**config.mk**
```make
export PLATFORM = sky130hd
export DESIGN_NAME = mul_iterative_unit
export DESIGN_NICKNAME = d
export VERILOG_FILES = /design/src/rtl/mul_pkg.sv /design/src/rtl/mul_iterative_unit.sv
export SDC_FILE = /design/constraint.sdc
export NUM_CORES = 1
export LEC_CHECK = 0
export CORE_AREA = 4 4 157 197
export DETAILED_ROUTE_END_ITERATION = 7
export DIE_AREA = 0 0 161 201
export GPL_TIMING_DRIVEN = 1
export HOLD_SLACK_MARGIN = 0.12
export PLACE_DENSITY = 0.85
export SLEW_MARGIN = 20
export SYNTH_ARGS = -nofsm -noshare
export SYNTH_HDL_FRONTEND = slang
export SYNTH_SLANG_ARGS = --single-unit
```
**constraint.sdc**
```tcl
create_clock -name clk -period 4.24 [get_ports clk]
set_input_delay 0.424 -clock clk [delete_from_list [all_inputs] [get_ports clk]]
set_output_delay 0.424 -clock clk [all_outputs]
set_load 0.005 [all_outputs]
```
**src/rtl/mul_pkg.sv**
```systemverilog
// Shared M-extension decode constants and multiplier FSM state type.
package mul_pkg;

    localparam logic [6:0] F7_MULDIV = 7'b0000001;

    localparam logic [2:0] MUL_F3    = 3'b000;
    localparam logic [2:0] MULH_F3   = 3'b001;
    localparam logic [2:0] MULHSU_F3 = 3'b010;
    localparam logic [2:0] MULHU_F3  = 3'b011;

    // Bit 2 of funct3 does not affect the multiply operations.
    localparam logic [2:0] F3_MUL_MASK = 3'b011;

    typedef enum logic [1:0] {
        IDLE = 2'd0,
        RUN  = 2'd1,
        DONE = 2'd2
    } mul_state_t;

endpackage

```
**src/rtl/mul_iterative_unit.sv**
```systemverilog
// Iterative shift-add multiplier for MUL/MULH/MULHSU/MULHU; one product bit per cycle.
module mul_iterative_unit
    import mul_pkg::*;
#(
    parameter int unsigned DATA_W = 32
) (
    input  logic              clk,
    input  logic              rst,
    input  logic              start,
    input  logic [2:0]        funct3,
    input  logic [DATA_W-1:0] op_a,
    input  logic [DATA_W-1:0] op_b,
    output logic              busy,
    output logic              done,
    output logic [DATA_W-1:0] result,
    output logic              stall
);

    localparam int unsigned CNT_W  = $clog2(DATA_W);
    localparam int unsigned PROD_W = 2 * DATA_W;

    mul_state_t r_state;
    mul_state_t w_state_nxt;

    logic [CNT_W-1:0]  r_cnt;
    logic [PROD_W-1:0] r_acc;
    logic [PROD_W-1:0] r_mcand;
    logic [DATA_W-1:0] r_mplier;
    logic [DATA_W-1:0] r_result;
    logic              r_neg;
    logic              r_hi_sel;
    logic              r_done;

    logic [2:0]        w_f3;
    logic              w_a_neg;
    logic              w_b_neg;
    logic [DATA_W-1:0] w_a_mag;
    logic [DATA_W-1:0] w_b_mag;
    logic              w_last;
    logic [PROD_W-1:0] w_acc_nxt;
    logic [PROD_W-1:0] w_prod;

    assign w_f3    = funct3 & F3_MUL_MASK;
    assign w_a_neg = ((w_f3 == MULH_F3) || (w_f3 == MULHSU_F3)) && op_a[DATA_W-1];
    assign w_b_neg = (w_f3 == MULH_F3) && op_b[DATA_W-1];
    // Magnitude of the most negative value wraps to itself, which is correct unsigned.
    assign w_a_mag = w_a_neg ? -op_a : op_a;
    assign w_b_mag = w_b_neg ? -op_b : op_b;

    assign w_last    = (r_cnt == CNT_W'(DATA_W - 1));
    assign w_acc_nxt = r_acc + (r_mplier[0] ? r_mcand : '0);
    assign w_prod    = r_neg ? -w_acc_nxt : w_acc_nxt;

    always_comb begin
        w_state_nxt = r_state;
        stall       = 1'b0;
        case (r_state)
            IDLE: begin
                stall = start;
                if (start) w_state_nxt = RUN;
            end
            RUN: begin
                stall = 1'b1;
                if (w_last) w_state_nxt = DONE;
            end
            DONE:    w_state_nxt = IDLE;
            default: w_state_nxt = IDLE;
        endcase
    end

    always_ff @(posedge clk) begin
        if (rst) r_state <= IDLE;
        else     r_state <= w_state_nxt;
    end

    always_ff @(posedge clk) begin
        if (rst) begin
            r_cnt    <= '0;
            r_acc    <= '0;
            r_mcand  <= '0;
            r_mplier <= '0;
            r_result <= '0;
            r_neg    <= 1'b0;
            r_hi_sel <= 1'b0;
            r_done   <= 1'b0;
        end else begin
            r_done <= 1'b0;
            if (r_state == IDLE && start) begin
                r_cnt    <= '0;
                r_acc    <= '0;
                r_mcand  <= {{DATA_W{1'b0}}, w_a_mag};
                r_mplier <= w_b_mag;
                r_neg    <= w_a_neg ^ w_b_neg;
                r_hi_sel <= (w_f3 != MUL_F3);
            end else if (r_state == RUN) begin
                r_acc    <= w_acc_nxt;
                r_mcand  <= r_mcand << 1;
                r_mplier <= r_mplier >> 1;
                r_cnt    <= r_cnt + 1'b1;
                // Final partial product is folded in so result is valid during DONE.
                if (w_last) begin
                    r_done   <= 1'b1;
                    r_result <= r_hi_sel ? w_prod[PROD_W-1:DATA_W] : w_prod[DATA_W-1:0];
                end
            end
        end
    end

    assign busy   = (r_state != IDLE);
    assign done   = r_done;
    assign result = r_result;

endmodule

```
# --- Yosys cells after proc, flatten, opt, wreduce, memory -nomap -nowiden ---
# Index checks and enable logic that the tools add are counted.
word_totals:
  elab_cells: 50
  register_bits: 202
  input_bits: 70
  output_inout_bits: 35
op_classes:
  n_eq_ne: 6
  add_sub_neg: 5
  reduce_logical: 12
  bitwise_logic: 3
  n_mux: 14
op_table:
  columns: ["op", "count"]
  rows:
  - ["$mux W32", 7]
  - ["$mux W64", 2]
  - ["$add A64 B64 Y64", 1]
  - ["$neg A32 Y32", 2]
  - ["$neg A64 Y64", 1]
  - ["$add A5 B1 Y5 const B", 1]
  - ["$eq A5 B5 Y1 const B", 1]
  - ["$eq A2 B1 Y1 const B", 2]
  - ["$mux W2", 2]
  - ["$ne A2 B2 Y1 const B", 2]
  - ["$pmux W2 S2", 1]
  - ["$reduce_bool A2 Y1", 2]
  - ["$logic_and A1 B1 Y1", 3]
  - ["$reduce_and A3 Y1", 1]
  - ["$reduce_bool A3 Y1", 1]
  - ["$reduce_or A3 Y1", 1]
  - ["$eq A2 B2 Y1 const B", 1]
  - ["$logic_not A2 Y1", 1]
  - ["$not A1 Y1", 2]
  - ["$pmux W1 S2", 1]
  - ["$reduce_and A2 Y1", 1]
  - ["$reduce_or A2 Y1", 1]
  - ["$logic_or A1 B1 Y1", 1]
  - ["$mux W1", 1]
  - ["$xor A1 B1 Y1", 1]

# --- Longest topological paths before layout ---
# Gate-level depths: netlist of the first run.
logic_depth:
  ltp_word: 5
  mapped_depth: 19
  depth_no_buf: 16

# --- Worst setup path after synthesis of the first run ---
# No wires, ideal clock.
synth_path:
  kind: "register to register"
  startpoint: "register r_mplier[0]"
  endpoint: "register r_result[31], in the netlist result[31]"
  arrival_time_ps: 4604
  path_slack_ps: -426
  setup_time_ps: 62
  stages_incl_launch_ff: 20
  n_path_buf: 3
  period_less_slack_ps: 4666
  required_ps: 4178
  path_cell_list: "dfxtp_1 -> clkbuf_1 -> clkbuf_1 -> and2_1 -> ha_1 -> inv_1 -> fa_1 -> nand2b_1 -> a21o_1 -> o2111a_2 -> o211ai_1 -> nand3_1 -> xnor2_1 -> or4_1 -> buf_2 -> nor4_4 -> nand3_1 -> or3_1 -> a211o_1 -> nand3_1"
synth_via:
  elab_chain_cells: 5
synth_rtl:
  columns: ["item", "line", "text"]
  rows:
  - ["from (decl)", "mul_iterative_unit.sv:28", "logic [DATA_W-1:0] r_mplier;"]
  - ["from (signal assigned)", "mul_iterative_unit.sv:92", "r_mplier <= w_b_mag;"]
  - ["from (signal assigned)", "mul_iterative_unit.sv:98", "r_mplier <= r_mplier >> 1;"]
  - ["$mux W64 *", "mul_iterative_unit.sv:51", "assign w_acc_nxt = r_acc + (r_mplier[0] ? r_mcand : '0);"]
  - ["$add A64 B64 Y64 *", "mul_iterative_unit.sv:51", null]
  - ["$neg A64 Y64", "mul_iterative_unit.sv:52", "assign w_prod = r_neg ? -w_acc_nxt : w_acc_nxt;"]
  - ["$mux W64 *", "mul_iterative_unit.sv:52", null]
  - ["$mux W32 *", "mul_iterative_unit.sv:103", "r_result <= r_hi_sel ? w_prod[PROD_W-1:DATA_W] : w_prod[DATA_W-1:0];"]
  - ["to (signal assigned)", "mul_iterative_unit.sv:103", null]
  - ["to (decl)", "mul_iterative_unit.sv:29", "logic [DATA_W-1:0] r_result;"]
# Every way passes the cells marked *; elsewhere a longest branch is shown, timed or not.
# A chain may end at the register's enable or synchronous reset.

# --- Worst setup path in the final report of the first run ---
layout_path:
  startpoint: "register r_mplier[0]"
  endpoint: "register r_result[17], in the netlist result[17]"
# Same word-level chain as after synthesis.

==> results of run 1 <==
-- cell families (layout without fill, tap and decap cells) --
family	count (synthesis)	count (layout)
simple gates	963	963
xor+xnor	142	142
flops	202	202
buf+inv	190	671
fa+ha+maj	71	71
compound gates	656	656
mux	17	17
-- worst register-to-register path, stage by stage (launching register included) --
cell,delay [ns]
dfxtp_4,0.39
buf_6,0.15
and2_1,0.17
ha_4,0.19
a2111oi_4,0.39
a211oi_2,0.09
buf_4,0.16
o211ai_1,0.10
buf_4,0.17
buf_4,0.13
a21oi_4,0.07
buf_6,0.13
or3_4,0.37
a22oi_2,0.16
or4b_4,0.52
nor4_4,0.34
buf_6,0.20
nand4b_1,0.22
mux2_2,0.35
a21oi_2,0.14
nor3_1,0.09
-- sequential cells by signal, summed over array words and instances, names as in the netlist --
| name | count |
|---|---|
| r_acc | 64 |
| r_mcand | 64 |
| r_mplier | 32 |
| result | 32 |
| r_cnt | 5 |
| r_state | 2 |
| done | 1 |
| r_hi_sel | 1 |
| r_neg | 1 |
-- routing by layer --
| metal | up-vias | track usage (%) |
|---|---|---|
| met5 | - | 0 |
| met4 | 0 | 21.85 |
| met3 | 347 | 5.915 |
| met2 | 1038 | 63.40 |
| met1 | 9096 | 39.73 |
| li1 | 8964 | - |
-- worst min-delay path by stage --
stage,endpoint,slack (ns)
floorplan,r_mcand[63],0.44
global placement,result[10],0.44
detailed placement,result[11],0.44
CTS,result[13],0.37
global route,result[13],0.42
finish,result[13],0.41
-- power groups by stage --
stage	registers (mW)	clock network (mW)	logic, mW
after floorplan	2.04	0	0.674
final	2.03	2.03	1.41
after detailed placement	2.06	0	1.12
after global routing	2.03	2.12	1.49
after CTS	2.02	2.03	1.21
after global placement	2.06	0	1.08
-- area by class of cell --
cell class	instances	area, µm²	share of cell area (%)
multi-input cells	1849	12390	54.65
repair buffers	586	4823	21.28
flip-flops and latches	202	4048	17.86
clock buffers	33	653.1	2.882
well taps	396	495.5	2.186
inverters	43	161.4	0.7122
clock inverters	9	95.09	0.4196
-- synthesized netlist by cell type, types with 10 or more instances --
cell | count | share of area (%)
o31ai_1 | 21 | 1.0
nor2_1 | 212 | 5.1
buf_1 | 15 | 0.36
and3_1 | 12 | 0.48
a21oi_1 | 250 | 8.0
o211ai_1 | 23 | 1.1
nor4_1 | 23 | 0.92
inv_1 | 42 | 1.0
nand3b_1 | 10 | 0.48
dfxtp_1 | 202 | 26
a31oi_1 | 22 | 0.88
a211oi_1 | 27 | 1.3
o21ai_1 | 10 | 0.32
a311oi_1 | 66 | 3.7
o21a_1 | 16 | 0.76
o21ai_0 | 94 | 3.0
xnor2_1 | 79 | 4.4
ha_1 | 70 | 5.6
o21bai_1 | 12 | 0.57
a21o_1 | 24 | 1.1
buf_2 | 11 | 0.35
a22oi_1 | 11 | 0.53
or3_1 | 10 | 0.40
mux2i_1 | 12 | 0.76
nand3_1 | 42 | 1.3
nand2b_1 | 15 | 0.60
clkbuf_1 | 119 | 2.8
nand4_1 | 39 | 1.6
and2_1 | 77 | 3.1
nor3_1 | 45 | 1.4
nand2_1 | 440 | 11
xor2_1 | 63 | 3.5
-- repair_timing --
action | CTS | global route
resized for setup | 140 | 159
pin swaps | 48 | 69
endpoints found under the setup margin | 32 | 32
buffers inserted | 18 | 29
==> metrics.md, run 1 <==
| Metric | Value |
|---|---|
| Status | complete, but fails checks |
| Violated checks | setup timing |
| Min Tclk post-route | 4.674 ns |
| GPL Wtd Cong | 1.004 |
| Finished Layout Cells | 3,118 |
| Area of the core | 29,080 µm² |
| Commonest non-fill, non-tap cell in the layout | buf_4 |
| # clock sinks | 202 |
| Slew Viols, Final | 0 |
| Levels on crit path | 20 |
| Mux contribution to synthesized area | 1.122% |
| Worst setup path start | r_mplier[0] |
| Placement-stage cell area | 20,070 µm² |
| Tot Pwr | 5.469 mW |
| Post-DP HPWL | 44,490 µm |
| Final core occ | 77.93% |
| M1 WL | 23,370 µm |
| Max VDD drop | 0.2786 mV |
| Async SR Flop Fraction | 0% |
| Met3 wire length | 4502 µm |
| Leading cell types in the layout, fill and taps excluded | buf_4 (454), nand2_1 (428), a21oi_1 (212), nor2_1 (206), dfxtp_1 (201) |
| Insertion delay to the later sink of the worst-skew pair | 0.56 ns |
| Seq/Total Area, Yosys | 25.72% |
| Least-Margin Pin Slew | 1.239 ns |
| Reg2Reg Depth | 20 |
| Total number of vias | 19,450 |
| Clock buffer count from CTS | 23 |
| Simple-gate area share of the yosys netlist | 27.94% |
| Kind of cell adding the most delay to the critical path | simple AND/OR/NAND/NOR gates |
| CP Capture Type | flip-flop |
| Row cnt | 70 |
| Synth Area in Compound Gates | 26.93% |
| Crit path max fanout | 7 |
| Final setup vio count | 32 |
| Ant diodes | 0 |
| CP required | 4.64 ns |
| Initial Util | 54.07% |
| Vias per cell | 6.236 |
| R2R Setup Slk | -0.43 ns |
| Post-Syn Area | 15,720 µm² |
| Post-synth EDFFs | 0 |
| Switching power share of the total | 31.83% |
| Post-route ant nets | 0 |
| Area Overhead vs Synth | 44.13% |
| GRT Total Usage | 35.75% |
| CP bufs+invs | 6 |
| Vias in the first global route | 19,000 |
| Post-Route WL | 63,640 µm |
| Slew margin rel. | 17.27% |
| Die Y | 201 µm |
| Combinational family with the most area after synthesis | simple AND/OR/NAND/NOR gates |
| Hold Path Origin | rst |
| 1st-pass router iterations | 6 |
| Top layer used by detailed routing | met4 |
| Leak pwr | 9.080 nW |
| Clock power share | 37.1% |
| Synth warn | 0 |
| Largest net degree at the start of global routing | 118 |
| P_sw | 1.741 mW |
| Die area | 32,360 µm² |
| Worst Setup EP | result[17] |
| Hold Path Class | input pin to flip-flop |
| Final global-route overflow total | 0 |
| Layout fillers | 2,004 |
| Routed wl met2 | 30,750 µm |
| Max Cap Viol | 0 |
| Max H-tree Level | 1 |
| Comb pwr share | 25.8% |
| Crit path cell chain | buf_6 > and2_1 > ha_4 > a2111oi_4 > a211oi_2 > buf_4 > o211ai_1 > buf_4 > buf_4 > a21oi_4 > buf_6 > or3_4 > a22oi_2 > or4b_4 > nor4_4 > buf_6 > nand4b_1 > mux2_2 > a21oi_2 > nor3_1 |
| Initial antenna violation count | 0 |
| Setup TNS | -6.121 ns |
| Horiz. Die Dim | 161 µm |
| CTS tree | built |
| First-pass GRT wire length | 95,960 µm |
| Power Density | 241.3 nW/µm² |
| Post-route cell area | 22,660 µm² |
| Fmax | 214.0 MHz |
| Proportion of power drawn by flip-flops and latches | 37.1% |
| Worst Clk Skew | 0.02293 ns |
| Final hold slack | 0.4051 ns |
| IO buf count | 103 |
| Mapped Cells | 2,241 |
| DR iter-0 viols | 1,891 |
| RSZ-0062 raised after global routing | yes |
| Crit path kind | flip-flop to flip-flop |
| Post-Synth Adder-Cell Area | 5.698% |
| DRC | 0 |
| #FFs+latches synth | 202 |
| Final Hold Vio Count | 0 |
| Period utilisation layout | 110.2% |
| Register clock-pin slew on the reported worst setup and hold paths | 0.07 ns |
| WHS Path Cells | 2 |
| # nets final | 2,846 |
| Worst r2r dst | result[17] |
| CTS Root Cell | clkbuf_16 |
| Fraction of layout cells with a size suffix above 1 | 27.26% |
| Number of hold buffers added after CTS | 0 |
| Mapped Nets | 2,382 |
| Startpoint types | flip-flop |
| I/O Pins | 105 |
| Slowest cell on crit path | or4b_4 |
| Ys flop type | dfxtp_1 |
| Int Power | 3.728 mW |
| Post-DR wirelength/cell | 20.41 µm |
| Worst Path Arrival | 5.08 ns |
| Synth Area in XOR/XNOR | 7.910% |
| Worst R2R Start | r_mplier[0] |
| Placed cells | 3,029 |
| Yosys cell types | 81 |
| CTS max path bufs | 3 |
| Place WS | -0.5145 ns |
| Setup WS post-layout | -0.4337 ns |
| Avg Synthesized Cell Area | 7.016 µm² |
| CP max stage delay | 0.52 ns |
(Power assumes the default switching activity.)
==> run 2, diff against run 1 <==
Settings changed: CORE_AREA 4 4 157 197 to 2 2 155 195, DIE_AREA 0 0 161 201 to 0 0 157 197.
==> metrics.md, run 2 (synthesized netlist as in run 1, its figures left out) <==
| Metric | Value |
|---|---|
| Final setup vio count | 31 (was 32) |
| Fraction of layout cells with a size suffix above 1 | 27.67% (was 27.26%) |
| Post-DP HPWL | 44,330 µm (was 44,490 µm) |
| CTS max path bufs | 3 (unchanged) |
| Setup TNS | -5.891 ns (was -6.121 ns) |
| Max H-tree Level | 1 (unchanged) |
| Number of hold buffers added after CTS | 0 (unchanged) |
| Worst Clk Skew | 0.01802 ns (was 0.02293 ns) |
| Worst r2r dst | result[25] (was result[17]) |
| Post-route ant nets | 0 (unchanged) |
| WHS Path Cells | 2 (unchanged) |
| Commonest non-fill, non-tap cell in the layout | buf_4 (unchanged) |
| Worst Hold End | result[1] (was result[13]) |
| RSZ-0062 raised after global routing | yes (unchanged) |
| Largest net degree at the start of global routing | 102 (was 118) |
| Ant diodes | 0 (unchanged) |
| Crit path max fanout | 6 (was 7) |
| Min Tclk post-route | 4.580 ns (was 4.674 ns) |
| Top flop regs | r_acc (64), r_mcand (64) (unchanged) |
| R2R Setup Slk | -0.34 ns (was -0.43 ns) |
| Status | complete, but fails checks (unchanged) |
| Final global-route overflow total | 0 (unchanged) |
| Tot Pwr | 5.338 mW (was 5.469 mW) |
| Final Hold Vio Count | 0 (unchanged) |
| Register clock-pin slew on the reported worst setup and hold paths | 0.07 ns (about the same) |
| Vias per cell | 6.289 (was 6.236) |
| Clock buffer count from CTS | 22 (was 23) |
| Place WS | -0.6967 ns (was -0.5145 ns) |
| Post-DR wirelength/cell | 20.50 µm (was 20.41 µm) |
| Die Y | 197 µm (was 201 µm) |
| # clock sinks | 202 (unchanged) |
| First-pass GRT wire length | 93,730 µm (was 95,960 µm) |
| Initial antenna violation count | 0 (unchanged) |
| IO buf count | 103 (unchanged) |
| CTS tree | built (unchanged) |
| Slew margin rel. | 33.81% (was 17.27%) |
| Violated checks | setup timing (unchanged) |
| Power Density | 236.3 nW/µm² (was 241.3 nW/µm²) |
| Area Overhead vs Synth | 43.70% (was 44.13%) |
| Worst R2R Start | r_mplier[0] (unchanged) |
| Total number of vias | 19,670 (was 19,450) |
| Reg2Reg Depth | 20 (unchanged) |
| Hold Path Origin | result[1] (was rst) |
| Row cnt | 70 (unchanged) |
| Worst Path Arrival | 5.02 ns (was 5.08 ns) |
| # nets final | 2,862 (was 2,846) |
| DR iter-0 viols | 1,898 (was 1,891) |
| Fmax | 218.4 MHz (was 214.0 MHz) |
| Initial Util | 54.23% (was 54.07%) |
| Setup WS post-layout | -0.3397 ns (was -0.4337 ns) |
| CP Capture Type | flip-flop (unchanged) |
| CTS Root Cell | clkbuf_16 (unchanged) |
| Crit path kind | flip-flop to flip-flop (unchanged) |
| CP required | 4.68 ns (was 4.64 ns) |
| Final hold slack | 0.4584 ns (was 0.4051 ns) |
| Startpoint types | flip-flop (unchanged) |
| Area of the core | 28,990 µm² (was 29,080 µm²) |
| I/O Pins | 105 (unchanged) |
| Hold Path Class | flip-flop to flip-flop (was input pin to flip-flop) |
| 1st-pass router iterations | 8 (was 6) |
| Max Cap Viol | 0 (unchanged) |
| GRT Total Usage | 37.97% (was 35.75%) |
| Max VDD drop | 0.2863 mV (was 0.2786 mV) |
| GPL Wtd Cong | 1.007 (was 1.004) |
| Post-Route WL | 64,130 µm (was 63,640 µm) |
| Leak pwr | 9.006 nW (was 9.080 nW) |
| Insertion delay to the later sink of the worst-skew pair | 0.56 ns (about the same) |
| Period utilisation layout | 108.0% (was 110.2%) |
| Least-Margin Pin Slew | 0.9929 ns (was 1.239 ns) |
| Horiz. Die Dim | 157 µm (was 161 µm) |
| DRC | 0 (unchanged) |
| Slew Viols, Final | 0 (unchanged) |
| Die area | 30,930 µm² (was 32,360 µm²) |
| Leading cell types in the layout, fill and taps excluded | buf_4 (477), nand2_1 (428), a21oi_1 (215), nor2_1 (204), dfxtp_1 (201) (was buf_4 (454), nand2_1 (428), a21oi_1 (212), nor2_1 (206), dfxtp_1 (201)) |
| Vias in the first global route | 18,680 (was 19,000) |
[run 2: cell count changes in the layout (fill, tap and decap cells not counted), sizes merged]
| cell | delta |
|---|---|
| bufinv | +2 |
| inv | -3 |
| clkinv | -2 |
| buf | +13 |
[run 2: area by class of cell]
| class | count | area (µm²) |
|---|---|---|
| flip-flops and latches | 202 | 4048 |
| clock inverters | 6 | 118.9 |
| repair buffers | 603 | 4955 |
| inverters | 43 | 161.4 |
| fillers | 2032 | 6397 |
| clock buffers | 29 | 596.8 |
| multi-input cells | 1849 | 12220 |
| well taps | 396 | 495.5 |
[run 2: worst max-delay path by stage]
stage | from | endpoint | slack, ns | depth (start not counted)
6_report | r_mplier[0] | result[25] | -0.34 | 20
2_1_floorplan | r_mplier[0] | result[31] | -0.05 | 18
3_3_place_gp | r_mplier[0] | result[31] | -0.67 | 18
4_1_cts | r_mplier[0] | result[17] | -0.15 | 18
3_5_place_dp | r_mplier[0] | result[31] | -0.70 | 18
5_1_grt | r_mplier[0] | result[17] | -0.47 | 17
[run 2: repair_timing]
action	CTS	global route
gates resized for setup	131	127
setup buffers	17	17
setup endpoints to repair	32	32
pin swaps	51	39
cloned	0	4
[run 2: stage by stage]
stage	utilization (%)	area [µm²]	instances
after global routing	77.93	22590	3128
after floorplan	-	15820	2241
after detailed placement	69.96	20280	3056
after CTS	74.86	21700	3108
after global placement	69.96	20280	3056
final	77.93	22590	3128
[run 2: routing by layer]
metal  vias up  part of all wire, %  routed length, µm  global-route usage [%]
met1      9293                   36              23210                   41.54
li1       8979                    -                  -                       -
met5         -                    0                  0                       0
met3       356                  7.2               4607                   5.387
met4         0                  8.1               5214                   26.50
met2      1044                   48              31090                   67.06
[run 2: critical path, stage by stage (launching register included)]
cell and delay [ns]:
dfxtp_4 0.37, buf_12 0.15, and2_4 0.14, ha_4 0.24
buf_6 0.12, buf_6 0.11, a211o_1 0.31, a21oi_2 0.19
o2111a_2 0.37, buf_6 0.14, o211ai_1 0.09, a21boi_2 0.22
xnor2_2 0.11, or4_4 0.59, nor4_4 0.33, buf_4 0.20
buf_4 0.12, nand3_4 0.10, o31ai_4 0.27, xor2_1 0.21
o21ai_1 0.07
[run 2: where the power goes]
group,internal [mW],leakage [nW],total (mW),switching (mW)
registers,1.97,1.64,2.02,0.0515
logic,0.566,7.02,1.32,0.756
clock network,1.17,0.345,2.00,0.832
total,3.70,9.01,5.34,1.64
